File: src/rtl/mp3_pkg.sv
// Shared constants, repeat-FSM states and the saturating attenuation step
// used by the MP3 panel front end.
package mp3_pkg;

    localparam logic [7:0]  ATT_LOUDEST = 8'h00;
    localparam logic [7:0]  ATT_SILENT  = 8'hFE;
    localparam logic [15:0] MUTE_WORD   = 16'hFEFE;

    localparam int unsigned SONG_W  = 3;
    localparam int unsigned NUM_BTN = 5;

    localparam int unsigned BTN_UP   = 0;
    localparam int unsigned BTN_DOWN = 1;
    localparam int unsigned BTN_NEXT = 2;
    localparam int unsigned BTN_PREV = 3;
    localparam int unsigned BTN_MUTE = 4;

    typedef enum logic [1:0] {
        IDLE,
        WAIT,
        RPT
    } rpt_state_e;

    // One volume step in 9-bit arithmetic, clamped to the attenuation range.
    function automatic logic [7:0] att_step(input logic [7:0] att,
                                            input logic [7:0] step,
                                            input logic       louder);
        logic [8:0] sum;
        if (louder) begin
            sum      = {1'b0, att} - {1'b0, step};
            att_step = sum[8] ? ATT_LOUDEST : sum[7:0];
        end else begin
            sum      = {1'b0, att} + {1'b0, step};
            att_step = (sum > {1'b0, ATT_SILENT}) ? ATT_SILENT : sum[7:0];
        end
    endfunction

endpackage

File: src/rtl/btn_debounce.sv
// Two-flop synchroniser, stable-count debouncer and registered rising-edge
// pulse for one raw push button.
module btn_debounce #(
    parameter int unsigned DB_CYCLES = 1000000
) (
    input  logic clk_i,
    input  logic rst_i,
    input  logic btn_i,
    output logic level_o,
    output logic rise_o
);

    localparam int unsigned CNT_W = $clog2(DB_CYCLES + 1);

    logic             sync1_q;
    logic             sync2_q;
    logic             level_q;
    logic             level_d;
    logic             level_dly_q;
    logic             rise_q;
    logic [CNT_W-1:0] cnt_q;
    logic [CNT_W-1:0] cnt_d;
    logic [CNT_W:0]   cnt_inc;

    // The stable count that reaches DB_CYCLES flips the level in that same cycle.
    always_comb begin
        level_d = level_q;
        cnt_d   = '0;
        cnt_inc = {1'b0, cnt_q} + (CNT_W+1)'(1);
        if (sync2_q != level_q) begin
            if (cnt_inc == (CNT_W+1)'(DB_CYCLES)) begin
                level_d = ~level_q;
            end else begin
                cnt_d = cnt_inc[CNT_W-1:0];
            end
        end
    end

    always_ff @(posedge clk_i or posedge rst_i) begin
        if (rst_i) begin
            sync1_q     <= 1'b0;
            sync2_q     <= 1'b0;
            level_q     <= 1'b0;
            level_dly_q <= 1'b0;
            rise_q      <= 1'b0;
            cnt_q       <= '0;
        end else begin
            sync1_q     <= btn_i;
            sync2_q     <= sync1_q;
            level_q     <= level_d;
            level_dly_q <= level_q;
            rise_q      <= level_q & ~level_dly_q;
            cnt_q       <= cnt_d;
        end
    end

    assign level_o = level_q;
    assign rise_o  = rise_q;

endmodule

File: src/rtl/mp3_panel_ctrl.sv
// Button front end for the VS1003B controller: debounced buttons, volume
// auto-repeat, mute and song selection driving the vol word and song index.
module mp3_panel_ctrl
    import mp3_pkg::*;
#(
    parameter int unsigned DB_CYCLES     = 1000000,
    parameter int unsigned REPEAT_DELAY  = 50000000,
    parameter int unsigned REPEAT_PERIOD = 10000000,
    parameter logic [7:0]  VOL_STEP      = 8'h10,
    parameter logic [7:0]  VOL_RESET     = 8'h40,
    parameter int unsigned SONG_NUM      = 2
) (
    input  logic              CLK,
    input  logic              RST,
    input  logic              btn_vol_up,
    input  logic              btn_vol_down,
    input  logic              btn_next,
    input  logic              btn_prev,
    input  logic              btn_mute,
    output logic [15:0]       vol,
    output logic [SONG_W-1:0] current,
    output logic              muted,
    output logic              vol_changed,
    output logic              song_changed
);

    localparam int unsigned TMR_MAX = (REPEAT_DELAY > REPEAT_PERIOD) ? REPEAT_DELAY : REPEAT_PERIOD;
    localparam int unsigned TMR_W   = $clog2(TMR_MAX + 1);

    logic [NUM_BTN-1:0] raw;
    logic [NUM_BTN-1:0] lvl;
    logic [NUM_BTN-1:0] rise;
    logic               unused_lvl;

    assign raw = {btn_mute, btn_prev, btn_next, btn_vol_down, btn_vol_up};

    for (genvar i = 0; i < NUM_BTN; i++) begin : g_btn
        btn_debounce #(
            .DB_CYCLES(DB_CYCLES)
        ) u_db (
            .clk_i  (CLK),
            .rst_i  (RST),
            .btn_i  (raw[i]),
            .level_o(lvl[i]),
            .rise_o (rise[i])
        );
    end

    // Only the volume levels drive the repeat machine.
    assign unused_lvl = ^lvl[BTN_MUTE:BTN_NEXT];

    rpt_state_e       state_q;
    rpt_state_e       state_d;
    logic [TMR_W-1:0] timer_q;
    logic [TMR_W-1:0] timer_d;
    logic [TMR_W:0]   timer_inc;
    logic [TMR_W:0]   timer_lim;
    logic             dir_up_q;
    logic             dir_up_d;
    logic             held_up;
    logic             held_dn;
    logic             held;
    logic             rpt_step_c;

    always_comb begin
        state_d    = state_q;
        timer_d    = timer_q;
        dir_up_d   = dir_up_q;
        rpt_step_c = 1'b0;
        timer_inc  = {1'b0, timer_q} + (TMR_W+1)'(1);
        timer_lim  = (state_q == WAIT) ? (TMR_W+1)'(REPEAT_DELAY) : (TMR_W+1)'(REPEAT_PERIOD);
        held_up    = lvl[BTN_UP] & ~lvl[BTN_DOWN];
        held_dn    = lvl[BTN_DOWN] & ~lvl[BTN_UP];
        held       = dir_up_q ? held_up : held_dn;
        case (state_q)
            IDLE: begin
                if (held_up && rise[BTN_UP]) begin
                    state_d  = WAIT;
                    timer_d  = '0;
                    dir_up_d = 1'b1;
                end else if (held_dn && rise[BTN_DOWN]) begin
                    state_d  = WAIT;
                    timer_d  = '0;
                    dir_up_d = 1'b0;
                end
            end
            WAIT, RPT: begin
                // Release or both buttons down abandons the hold without a step.
                if (!held) begin
                    state_d = IDLE;
                    timer_d = '0;
                end else if (timer_inc == timer_lim) begin
                    rpt_step_c = 1'b1;
                    state_d    = RPT;
                    timer_d    = '0;
                end else begin
                    timer_d = timer_inc[TMR_W-1:0];
                end
            end
            default: begin
                state_d = IDLE;
                timer_d = '0;
            end
        endcase
    end

    always_ff @(posedge CLK or posedge RST) begin
        if (RST) begin
            state_q  <= IDLE;
            timer_q  <= '0;
            dir_up_q <= 1'b0;
        end else begin
            state_q  <= state_d;
            timer_q  <= timer_d;
            dir_up_q <= dir_up_d;
        end
    end

    logic [7:0]        att_q;
    logic [7:0]        att_d;
    logic              muted_q;
    logic              muted_d;
    logic [15:0]       vol_q;
    logic [15:0]       vol_d;
    logic              vol_chg_q;
    logic [SONG_W-1:0] song_q;
    logic [SONG_W-1:0] song_d;
    logic              song_chg_q;
    logic              up_evt;
    logic              dn_evt;

    // Mute beats volume; opposing volume or song requests cancel each other.
    always_comb begin
        att_d   = att_q;
        muted_d = muted_q;
        song_d  = song_q;
        up_evt  = rise[BTN_UP] | (rpt_step_c & dir_up_q);
        dn_evt  = rise[BTN_DOWN] | (rpt_step_c & ~dir_up_q);

        if (rise[BTN_MUTE]) begin
            muted_d = ~muted_q;
        end else if (up_evt ^ dn_evt) begin
            if (muted_q) begin
                muted_d = 1'b0;
            end else begin
                att_d = att_step(att_q, VOL_STEP, up_evt);
            end
        end
        vol_d = muted_d ? MUTE_WORD : {att_d, att_d};

        if (rise[BTN_NEXT] && !rise[BTN_PREV]) begin
            song_d = (song_q == SONG_W'(SONG_NUM - 1)) ? '0 : song_q + SONG_W'(1);
        end else if (rise[BTN_PREV] && !rise[BTN_NEXT]) begin
            song_d = (song_q == '0) ? SONG_W'(SONG_NUM - 1) : song_q - SONG_W'(1);
        end
    end

    always_ff @(posedge CLK or posedge RST) begin
        if (RST) begin
            att_q      <= VOL_RESET;
            muted_q    <= 1'b0;
            vol_q      <= {VOL_RESET, VOL_RESET};
            vol_chg_q  <= 1'b0;
            song_q     <= '0;
            song_chg_q <= 1'b0;
        end else begin
            att_q      <= att_d;
            muted_q    <= muted_d;
            vol_q      <= vol_d;
            vol_chg_q  <= (vol_d != vol_q);
            song_q     <= song_d;
            song_chg_q <= (song_d != song_q);
        end
    end

    assign vol          = vol_q;
    assign current      = song_q;
    assign muted        = muted_q;
    assign vol_changed  = vol_chg_q;
    assign song_changed = song_chg_q;

endmodule
File: config.mk
export PLATFORM = sky130hd
export DESIGN_NAME = mp3_panel_ctrl
export DESIGN_NICKNAME = d
export VERILOG_FILES = /design/src/rtl/mp3_pkg.sv /design/src/rtl/btn_debounce.sv /design/src/rtl/mp3_panel_ctrl.sv
export SDC_FILE = /design/constraint.sdc
export NUM_CORES = 1
export LEC_CHECK = 0
export CORE_MARGIN = 2
export CORE_UTILIZATION = 25
export CTS_BUF_LIST = sky130_fd_sc_hd__clkbuf_4
export CTS_CLUSTER_DIAMETER = 40
export CTS_CLUSTER_SIZE = 28
export DETAILED_ROUTE_END_ITERATION = 8
export DONT_BUFFER_PORTS = 1
export PLACE_DENSITY = 0.36
export REMOVE_ABC_BUFFERS = 1
export SLEW_MARGIN = 20
export SYNTH_ARGS = -nofsm -noshare
export SYNTH_HDL_FRONTEND = slang
export SYNTH_HIERARCHICAL = 1
export SYNTH_SLANG_ARGS = --single-unit
File: constraint.sdc
create_clock -name CLK -period 8.6 [get_ports CLK]
set_clock_uncertainty 0.1 [all_clocks]
set_input_delay 1.29 -clock CLK [delete_from_list [all_inputs] [get_ports CLK]]
set_output_delay 1.29 -clock CLK [all_outputs]
set_load 0.005 [all_outputs]
# [Yosys cells after proc, flatten, opt, wreduce, memory -nomap -nowiden]
# Index checks and enable logic that the tools add are counted.
[totals] ff_bits=184 latch_bits=0 mem_bits_rw=0 mem_bits_ro=0 input_bits=7 out_inout_bits=22 elab_cells=149 memories=0
[op_classes] addsub=10 multipliers=0 n_div=0 magnitude_cmp=1 eq_ne=18 shift=0 n_mux=40 bitwise_logic=24 reduce_logical=17
[op_table] op="$mux 20" n=10
[op_table] op="$mux 26" n=5
[op_table] op="$add 20x1->21 const B" n=5
[op_table] op="$eq 21x20->1 const B" n=5
[op_table] op="$pmux 26 s2" n=1
[op_table] op="$mux 8" n=6
[op_table] op="$add 26x1->27 const B" n=1
[op_table] op="$eq 27x26->1" n=1
[op_table] op="$mux 16" n=1
[op_table] op="$ne 16x16->1" n=1
[op_table] op="$reduce_and 2->1" n=7
[op_table] op="$mux 3" n=4
[op_table] op="$not 1->1" n=12
[op_table] op="$add 8x5->9 const B" n=1
[op_table] op="$and 1x1->1" n=9
[op_table] op="$gt 9x8->1 const B" n=1
[op_table] op="$sub 8x5->9 const B" n=1
[op_table] op="$mux 1" n=8
[op_table] op="$mux 2" n=4
[op_table] op="$ne 3x3->1 const B" n=2
[op_table] op="$ne 1x1->1" n=5
[op_table] op="$logic_and 1x1->1" n=4
[op_table] op="$pmux 2 s2" n=1
[op_table] op="$add 3x1->3 const B" n=1
[op_table] op="12 further kinds" n=14

# [Depth between registers and ports, before layout]
# Gate-level depths: netlist of run 1.
[depth] word_depth=14 mapped_depth=14 ltp_nobuf=14

# [Hierarchy]
# The synthesis of run 1 kept the hierarchy.
[by_module_without_submodules] mod="btn_debounce" n_inst=5 cells_each=138 area_per_inst_um2=1353.8 seq_area_each_um2=625.6
[by_module_without_submodules] mod="mp3_panel_ctrl" n_inst=1 cells_each=448 area_per_inst_um2=3804.9 seq_area_each_um2=1278.7

# [Worst setup path before layout of run 1]
# Ideal clock, no wire load.
[synth_path] path_kind="register to register" startpoint="register timer_q[0]" endpoint="register vol_chg_q, in the netlist vol_changed" setup_time_ns=0.133 arrival_ns=3.958 t_required_ns=8.367 setup_slack_ns=4.409 path_stages_with_launch=14 path_buffers=0 synth_period_minus_slack_ns=4.191 path_cell_list="dfrtp_1 ha_1 nand2_1 nor4_1 xnor2_1 or4b_1 or4_4 a211oi_4 mux2i_1 nor2_1 o21ai_2 o22ai_1 nor4_2 nand4_1"
[synth_via] elab_chain_len=13 word_cells_on_any_way=18 cone_classes="1 x add/sub; 2 x eq/ne; 10 x mux; 5 x bitwise"
[synth_rtl] item="start, declared" line_no="mp3_panel_ctrl.sv:54" rtl="logic [TMR_W-1:0] timer_q;"
[synth_rtl] item="start signal, assigned" line_no="mp3_panel_ctrl.sv:114" rtl="timer_q <= timer_d;"
[synth_rtl] item="$add 26x1->27 *" line_no="mp3_panel_ctrl.sv:70" rtl="timer_inc = {1'b0, timer_q} + (TMR_W+1)'(1);"
[synth_rtl] item="$eq 27x26->1 *" line_no="mp3_panel_ctrl.sv:92" rtl="end else if (timer_inc == timer_lim) begin"
[synth_rtl] item="$mux 1 *" line_no="mp3_panel_ctrl.sv:92"
[synth_rtl] item="$mux 1 *" line_no="mp3_panel_ctrl.sv:89" rtl="if (!held) begin"
[synth_rtl] item="$mux 1 *" line_no="mp3_panel_ctrl.sv:75" rtl="case (state_q)"
[synth_rtl] item="$and 1x1->1" line_no="mp3_panel_ctrl.sv:137" rtl="up_evt = rise[BTN_UP] | (rpt_step_c & dir_up_q);"
[synth_rtl] item="$or 1x1->1" line_no="mp3_panel_ctrl.sv:137"
[synth_rtl] item="$mux 8" line_no="mp3_pkg.sv:29" rtl="if (louder) begin"
[synth_rtl] item="$mux 8" line_no="mp3_panel_ctrl.sv:143" rtl="if (muted_q) begin"
[synth_rtl] item="$mux 8" line_no="mp3_panel_ctrl.sv:142" rtl="end else if (up_evt ^ dn_evt) begin"
[synth_rtl] item="$mux 8" line_no="mp3_panel_ctrl.sv:140" rtl="if (rise[BTN_MUTE]) begin"
[synth_rtl] item="$mux 16 *" line_no="mp3_panel_ctrl.sv:149" rtl="vol_d = muted_d ? MUTE_WORD : {att_d, att_d};"
[synth_rtl] item="$ne 16x16->1 *" line_no="mp3_panel_ctrl.sv:170" rtl="vol_chg_q <= (vol_d != vol_q);"
[synth_rtl] item="end signal, assigned" line_no="mp3_panel_ctrl.sv:170"
[synth_rtl] item="end, declared" line_no="mp3_panel_ctrl.sv:125" rtl="logic vol_chg_q;"
# Every way passes the cells marked *; elsewhere a longest branch is shown, timed or not.
# A chain may end at the register's enable or synchronous reset.

# [Final worst setup path of run 1]
[layout_path] startpoint="register timer_q[5]" endpoint="register vol_chg_q, in the netlist vol_changed"
# The elaborated chain is that of the path after synthesis.

==> flow_summary.ini, run 1 <==
[outcome]
outcome = complete, no violations

[clocking]
cts_root_buffer = clkbuf_4
htree_levels = 4
numCtsBuffers = 17
clkSinkCount = 176
cts_tree = done
clk_pin_slew_worst_paths_ns = 0.16
clk_latency_ns = 0.62
cts_resized = 0
cts_buffer_depth = 2
hold_buffers = 0
cts_setup_buffers = 0

[drt]
drtAntennaViolNets = 0
via_per_inst = 4.80
drtIter0Drc = 460
drc_errors = 0
wl_per_cell_um = 15.1
routed_wl_um = 25200
vias = 7993
firstDrtPassIters = 5

[sta]
slew_headroom = 0.314
timing.hold.ws_ns = 0.265
finalCritPeriodShare = 0.579
worst_slew_pin_slew_ns = 1.03
setup_viol = 0
hold_viol = 0
finalCriticalPeriod_ns = 4.98
rsz0062_at_grt = false
fmax_ghz = 0.201
finalMaxSlewViolations = 0
tns_ns = 0

[die]
die_h_um = 210
dieArea_um2 = 44000
die_w_um = 210
start_util = 0.253
fp.coreArea_um2 = 41900
io-pin-count = 29
rows = 75

[power_and_ir_drop]
netSwitchingPower_uw = 367
swShare = 0.253
p_leak_nw = 4.53
intPower_mw = 1.08
p_seq_frac = 0.585
p_per_area_nw_per_um2 = 128
combPwrFrac = 0.034
max-vdd-ir-drop_mv = 0.0667
pwr-share-clk = 0.381

[synthesis]
ys_seq_area_frac = 0.417
synth_edf_count = 0
synth-main-ff-cell = dfrtp_1
ys_ff_latch = 176
async_flop_share = 1.00
syn_inst = 1138
avgSynthCellArea_um2 = 9.29
synthesis.area_um2 = 10600
yosysWarnings = 6
ys_types = 92

[critical_path]
path_class = reg -> reg
cp.arrival_ns = 5.40
end_kind = register
crit_fanout = 11
startpoint_type = register
required_ns = 9.02

[global_routing]
grt_pass1_vias = 8082
grt-ovfl-total = 0
antenna_found_initial = 1
gr-usage-all-layers = 0.121
grt_pass1_wl_um = 43000
grt_max_degree = 49

[layout]
nFillCells = 4477
instances_no_fill = 1666
drive_above_1_share = 0.0986
syn2layout_area_growth_pct = 6.90
final_common_cell = dfrtp_1
finalNetCount = 1139
register_area_um2 = 4410
layout_common_cells = dfrtp_1, nor2_1, nand2_1
multi_input_area_um2 = 5640

[place]
portBuffers = 0
place_inst = 1633
dp_hpwl_um = 17600
gp_congestion = 0.736

[run]
max-cap-violations = 0

[min_path]
hp-class = reg -> reg
area by class of cell:
cell class	instances	area share
inverter	58	0.0193
multi-input combinational	857	0.499
clock buffer	18	0.0120
timing repair buffer	4	0.00299
clock inverter	13	0.0167
tap	539	0.0597
sequential	176	0.390
antenna	1	0.000221
synthesized netlist by cell type, drive strengths merged (7+ instances only):
library cell	number	area, µm²
mux2	8	97.6
nor2	127	479
o21ai	58	294
buf	36	248
o21a	15	120
nor2b	17	106
or4	13	103
xor2	46	403
mux2i	19	203
nor4	40	256
inv	58	218
a31oi	19	181
or2	8	50.1
a211oi	8	77.6
and2	9	60.1
nand2	122	458
nand3b	10	75.1
nor3	31	155
or3	11	70.1
and3	10	65.1
xnor2	58	508
o211ai	7	71.3
clkbuf	10	47.5
o41ai	9	173
o31ai	11	82.6
dfrtp	174	4350
a21oi	15	75.1
ha	18	225
nand3	58	303
nand2b	8	50.1
nand4	36	293
metal layers:
metal,share of wire,track usage
met3,0.021,0.0190
met5,0,0
met4,0.014,0.0452
met1,0.50,0.164
met2,0.47,0.196
critical path, stage by stage, from the launching register on:
cell,delay [ns]
dfrtp_1,0.52
nand4_2,0.34
nor4_1,0.79
or2b_2,0.39
xor2_1,0.18
or4_4,0.58
a211oi_4,0.50
mux2i_1,0.49
nor2_1,0.18
o21ai_2,0.27
o22ai_1,0.16
nor4_2,0.27
nand4_1,0.12
sequential cells by signal (all words and copies together) (netlist names):
register	cells
current	3
g_btn.u_db/level_o	5
dir_up_q	1
song_changed	1
timer_q	26
vol	8
state_q	2
g_btn.u_db/cnt_q	100
g_btn.u_db/rise_o	5
att_q	8
g_btn.u_db/sync2_q	5
muted	1
g_btn.u_db/sync1_q	5
vol_changed	1
g_btn.u_db/level_dly_q	5
worst paths after layout:
path / startpoint / endpoint / slack [ns] / cells after the start
setup / recovery: timer_q[5] / vol_changed / 3.62 / 12
hold / removal: g_btn[1].u_db/sync1_q / g_btn[1].u_db/sync2_q / 0.27 / 0
setup reg to reg: timer_q[5] / vol_changed / 3.62 / 12
hold reg to reg: g_btn[1].u_db/sync1_q / g_btn[1].u_db/sync2_q / 0.27 / 0
max in group asynchronous: RST / timer_q[0] / 7.23 / 2
min in group asynchronous: RST / current[0] / 0.29 / 1
stage by stage:
stage / power, mW / util / instance area, µm² / setup WS, ns
floorplan: 0.896 / - / 10300 / 4.33
global placement: 0.916 / 0.262 / 11000 / 3.78
detailed placement: 0.915 / 0.262 / 11000 / 3.69
CTS: 1.49 / 0.270 / 11300 / 3.69
global route: 1.53 / 0.270 / 11300 / 3.35
finish: 1.45 / 0.270 / 11300 / 3.62
cells by family after synthesis:
group	after synthesis	synth area share
AND/OR/NAND/NOR	520	0.255
AO/OA/AOI/OAI	188	0.143
flip-flops	176	0.417
buffers and inverters	105	0.0495
XOR/XNOR	104	0.0861
multiplexers	27	0.0284
adder cells (fa/ha/maj)	18	0.0213
power groups by stage:
stage	clock, mW	combinational [mW]	sequential, mW
detailed placement	0	0.0523	0.863
global route	0.619	0.0599	0.850
floorplan	0	0.0364	0.860
finish	0.552	0.0499	0.848
CTS	0.588	0.0526	0.848
global placement	0	0.0531	0.863
Note: power is estimated with default switching activity, not from simulation.
==> run 2, diff against run 1 <==
PLACE_DENSITY = 0.38   (was 0.36)
clock period = 4.3 ns   (was 8.6 ns; I/O delays follow)
==> flow_summary.ini, run 2 (synthesis gave the netlist of run 1 again) <==
[die]
fp.coreArea_um2 = 41900
rows = 75
io-pin-count = 29
die_h_um = 210
die_w_um = 210
start_util = 0.253
dieArea_um2 = 44000

[layout]
utilization = 0.286
instances_no_fill = 1738
finalNetCount = 1210
reg_top3 = g_btn.u_db/cnt_q (100), timer_q (26)
top_register = g_btn.u_db/cnt_q
syn2layout_area_growth_pct = 13.1
drive_above_1_share = 0.152
final_common_cell = dfrtp_1
layout_common_cells = dfrtp_1, nor2_1, nand2_1
design_area_um2 = 12000
largest_reg_flops = 100

[global_routing]
grt_pass1_wl_um = 42900
antenna_found_initial = 1
grt_pass1_vias = 8115
grt_max_degree = 28
gr-usage-all-layers = 0.121
grt-ovfl-total = 0

[drt]
firstDrtPassIters = 6
drtAntennaViolNets = 0
drtIter0Drc = 448
routed_wl_um = 25500
wl_per_cell_um = 14.7
vias = 8233
drc_errors = 0
via_per_inst = 4.74

[place]
place_area_um2 = 11400
place_inst = 1689
dp_hpwl_um = 18400
gp_congestion = 0.771
pre_cts_ws_ns = 0.0802
portBuffers = 0

[min_path]
hp-class = reg -> reg

[sta]
tns_ns = 0
timing.hold.ws_ns = 0.272
fmax_ghz = 0.242
finalCritPeriodShare = 0.962
finalMaxSlewViolations = 0
worst_slew_pin_slew_ns = 0.987
finalCriticalPeriod_ns = 4.14
setup_viol = 0
slew_headroom = 0.341
hold_viol = 0
rsz0062_at_grt = true
fin_ws_ns = 0.162

[critical_path]
crit_fanout = 5
cp.arrival_ns = 4.56
critPathSlowestCell = or4_4
slowest_delay_ns = 0.56
path_cells = ha_1 -> nand2_2 -> nor4_4 -> xnor2_1 -> or4b_1 -> or4_4 -> a2111oi_4 -> buf_4 -> buf_4 -> nor2_2 -> mux2_4 -> o21a_4 -> a221o_1 -> a31oi_1 -> nand4_1
cp_common_cell = buf_4
path_class = reg -> reg
startpoint_type = register
required_ns = 4.72
end_kind = register

[clocking]
cts_root_buffer = clkbuf_4
cts_buffer_depth = 2
htree_levels = 4
numCtsBuffers = 17
cts_tree = done
clkSinkCount = 176
clk_latency_ns = 0.64
clk_pin_slew_worst_paths_ns = 0.16

[power_and_ir_drop]
max-vdd-ir-drop_mv = 0.156
p_per_area_nw_per_um2 = 243
power.total_mw = 2.91
p_leak_nw = 4.95

[run]
max-cap-violations = 0

[outcome]
outcome = complete, no violations
==> run 2: changes by cell type in the layout (fill, tap and decap cells not counted), sizes merged <==
cell         previous run  this run
clkbuf                 18        17
buf                     4        69
clkinv                  7         6
clkinvlp                2         3
dlygate4sd3             0         6
inv                    58        60
==> run 2: what timing repair did <==
item / in CTS / in global routing
endpoints found under the setup margin: 0 / 1
setup buffers: 0 / 10
hold endpoints to repair: 154 / 0
resized for setup: 0 / 17
hold buffers: 6 / 0
==> run 2: routing by layer <==
metal | routed length (µm) | share of wire | vias up | GRT usage
met5 | 0 | 0 | - | 0
met4 | 472 | 0.019 | 0 | 0.0470
met3 | 592 | 0.023 | 26 | 0.0199
met2 | 12000 | 0.47 | 67 | 0.200
met1 | 12400 | 0.49 | 4002 | 0.160
li1 | - | - | 4138 | -
==> run 2: power by group <==
part | leakage (nW) | internal, mW | switching (mW)
Combinational | 2.37 | 0.0307 | 0.0758
Clock | 0.169 | 0.467 | 0.640
Sequential | 2.42 | 1.67 | 0.0232
Total | 4.95 | 2.17 | 0.739
==> run 2: worst paths after layout <==
check                           depth (start not counted)  slack, ns                     end                  start
worst max-delay path                                   15       0.16             vol_changed             timer_q[0]
worst min-delay path                                    0       0.27   g_btn[3].u_db/sync2_q  g_btn[3].u_db/sync1_q
worst max register to register                         15       0.16             vol_changed             timer_q[0]
worst min register to register                          0       0.27   g_btn[3].u_db/sync2_q  g_btn[3].u_db/sync1_q
max in group asynchronous                               3       2.60                 vol[14]                    RST
min in group asynchronous                               2       0.64  g_btn[4].u_db/cnt_q[5]                    RST
==> run 2: worst max-delay path: cells and delay by family (launching register included) <==
family | cells | cell delay [ns]
buffers and inverters | 2 | 0.27
adders and majority gates | 1 | 0.20
muxes | 1 | 0.33
DFF | 1 | 0.42
xor gates and xnor gates | 1 | 0.12
and+or+nand+nor | 6 | 1.64
AOI/OAI and AO/OA | 4 | 0.92
==> run 2: cell type report <==
type                            count  area (µm²)
Multi-Input combinational cell    857        5740
Inverter                           58         218
Antenna cell                        1        2.50
Clock inverter                     15         205
Fill cell                        4473       29900
Clock buffer                       17         128
Tap cell                          539         674
Sequential cell                   176        4410
Timing Repair Buffer               75         582
==> run 3, diff against run 2 <==
RECOVER_POWER = 50   (was default)
==> flow_summary.ini, run 3 (synthesis gave the netlist of run 1 again) <==
[outcome]
outcome = complete, but fails checks
violations = max-capacitance violations, max-slew violations

[clocking]
clk_latency_ns = 0.64
htree_levels = 4
cts_buffer_depth = 2
clkSinkCount = 176
numCtsBuffers = 17
cts_tree = done
cts_root_buffer = clkbuf_4
clk_pin_slew_worst_paths_ns = 0.16

[critical_path]
cp.arrival_ns = 4.56
r2r_setup_slack_ns = 0.16
required_ns = 4.72
path_cells = ha_1 -> nand2_2 -> nor4_4 -> xnor2_1 -> or4b_1 -> or4_4 -> a2111oi_4 -> buf_4 -> buf_4 -> nor2_2 -> mux2_4 -> o21a_4 -> a221o_1 -> a31oi_1 -> nand4_1
startpoint_type = register
ff2ff_path_depth = 15
critPathSlowestCell = or4_4
crit_cells = 15
path_class = reg -> reg
slowest_delay_ns = 0.56
crit_path_end = vol_changed
cp_num_buf_inv = 2
reg2reg_from = timer_q[0]
end_kind = register
crit_fanout = 5
cp-startpoint = timer_q[0]
cpLargestDelayFamily = simple AND/OR/NAND/NOR gates
cp_common_cell = buf_4
r2r_end = vol_changed

[die]
die_w_um = 210
io-pin-count = 29
dieArea_um2 = 44000
rows = 75
die_h_um = 210
start_util = 0.253
fp.coreArea_um2 = 41900

[layout]
largest_reg_flops = 100
finalNetCount = 1210
final_common_cell = dfrtp_1
design_area_um2 = 12000
nFillCells = 4474
register_area_um2 = 4410
multi_input_area_um2 = 5740
utilization = 0.286
instances_no_fill = 1738
top_register = g_btn.u_db/cnt_q
syn2layout_area_growth_pct = 13.0
reg_top3 = g_btn.u_db/cnt_q (100), timer_q (26)
layout_common_cells = dfrtp_1, nor2_1, nand2_1
drive_above_1_share = 0.149

[min_path]
hold_depth = 0
hp-class = reg -> reg

[sta]
setup_viol = 0
slew_headroom = -0.0872
worst_slew_pin_slew_ns = 1.63
fmax_ghz = 0.241
finalMaxSlewViolations = 28
finalCriticalPeriod_ns = 4.14
finalCritPeriodShare = 0.963
rsz0062_at_grt = true
timing.hold.ws_ns = 0.271
hold_viol = 0
tns_ns = 0
fin_ws_ns = 0.159

[place]
place_area_um2 = 11400
portBuffers = 0
pre_cts_ws_ns = 0.0802
dp_hpwl_um = 18400
place_inst = 1689
gp_congestion = 0.771

[drt]
routed_wl_um = 25500
via_per_inst = 4.74
drtAntennaViolNets = 0
drc_errors = 0
wl_per_cell_um = 14.7
vias = 8238
firstDrtPassIters = 5
drtIter0Drc = 407

[global_routing]
grt_max_degree = 28
grt_pass1_vias = 8115
gr-usage-all-layers = 0.121
antenna_found_initial = 1
grt_pass1_wl_um = 42900
grt-ovfl-total = 0

[power_and_ir_drop]
p_per_area_nw_per_um2 = 243
power.total_mw = 2.91
max-vdd-ir-drop_mv = 0.155
p_leak_nw = 4.95

[run]
max-cap-violations = 1
==> run 3: cell types whose count changed in the layout (fill, tap and decap cells not counted) <==
| cell | change |
|---|---|
| buf_4 | -2 |
| clkbuf_1 | +2 |
| inv_1 | +2 |
| inv_2 | -2 |
==> run 3: how the worst min path moves through the flow <==
stage,endpoint,from,slack (ns)
finish,g_btn[3].u_db/sync2_q,g_btn[3].u_db/sync1_q,0.27
global route,g_btn[3].u_db/sync2_q,g_btn[3].u_db/sync1_q,0.28
CTS,g_btn[4].u_db/sync2_q,g_btn[4].u_db/sync1_q,0.27
detailed placement,g_btn[0].u_db/sync2_q,g_btn[0].u_db/sync1_q,0.24
global placement,g_btn[0].u_db/sync2_q,g_btn[0].u_db/sync1_q,0.24
floorplan,g_btn[0].u_db/sync2_q,g_btn[0].u_db/sync1_q,0.23
==> run 3: worst reg2reg max path: stages, from the launching register on <==
cell and delay (ns):
dfrtp_1 0.42, ha_1 0.20, nand2_2 0.13, nor4_4 0.28, xnor2_1 0.12, or4b_1 0.52, or4_4 0.56, a2111oi_4 0.32
buf_4 0.17, buf_4 0.10, nor2_2 0.06, mux2_4 0.33, o21a_4 0.19, a221o_1 0.25, a31oi_1 0.16, nand4_1 0.09
==> run 3: area by class of cell <==
type | count | share of cell area
Inverter | 58 | 0.0182
Timing Repair Buffer | 75 | 0.0481
Multi-Input combinational cell | 857 | 0.481
Clock inverter | 15 | 0.0172
Antenna cell | 1 | 0.000209
Clock buffer | 17 | 0.0107
Sequential cell | 176 | 0.369
Tap cell | 539 | 0.0564
==> run 3: report_power, final <==
group | switching [mW] | total, mW | internal (mW) | leakage [nW]
clock network | 0.637 | 1.10 | 0.467 | 0.169
logic | 0.0757 | 0.106 | 0.0302 | 2.36
registers | 0.0233 | 1.69 | 1.67 | 2.42
total | 0.736 | 2.91 | 2.17 | 4.95
==> run 3: repair_timing <==
action / 4_1_cts / 5_1_grt
endpoints found under the setup margin: 0 / 1
hold buffers: 6 / 0
endpoints found under the hold margin: 154 / 0
buffers inserted: 0 / 10
gates resized for setup: 0 / 17
==> run 3: per-layer routing <==
layer	track usage	routed length, µm
met1	0.160	12500
met4	0.0470	458
met5	0	0
met2	0.200	12000
met3	0.0199	565
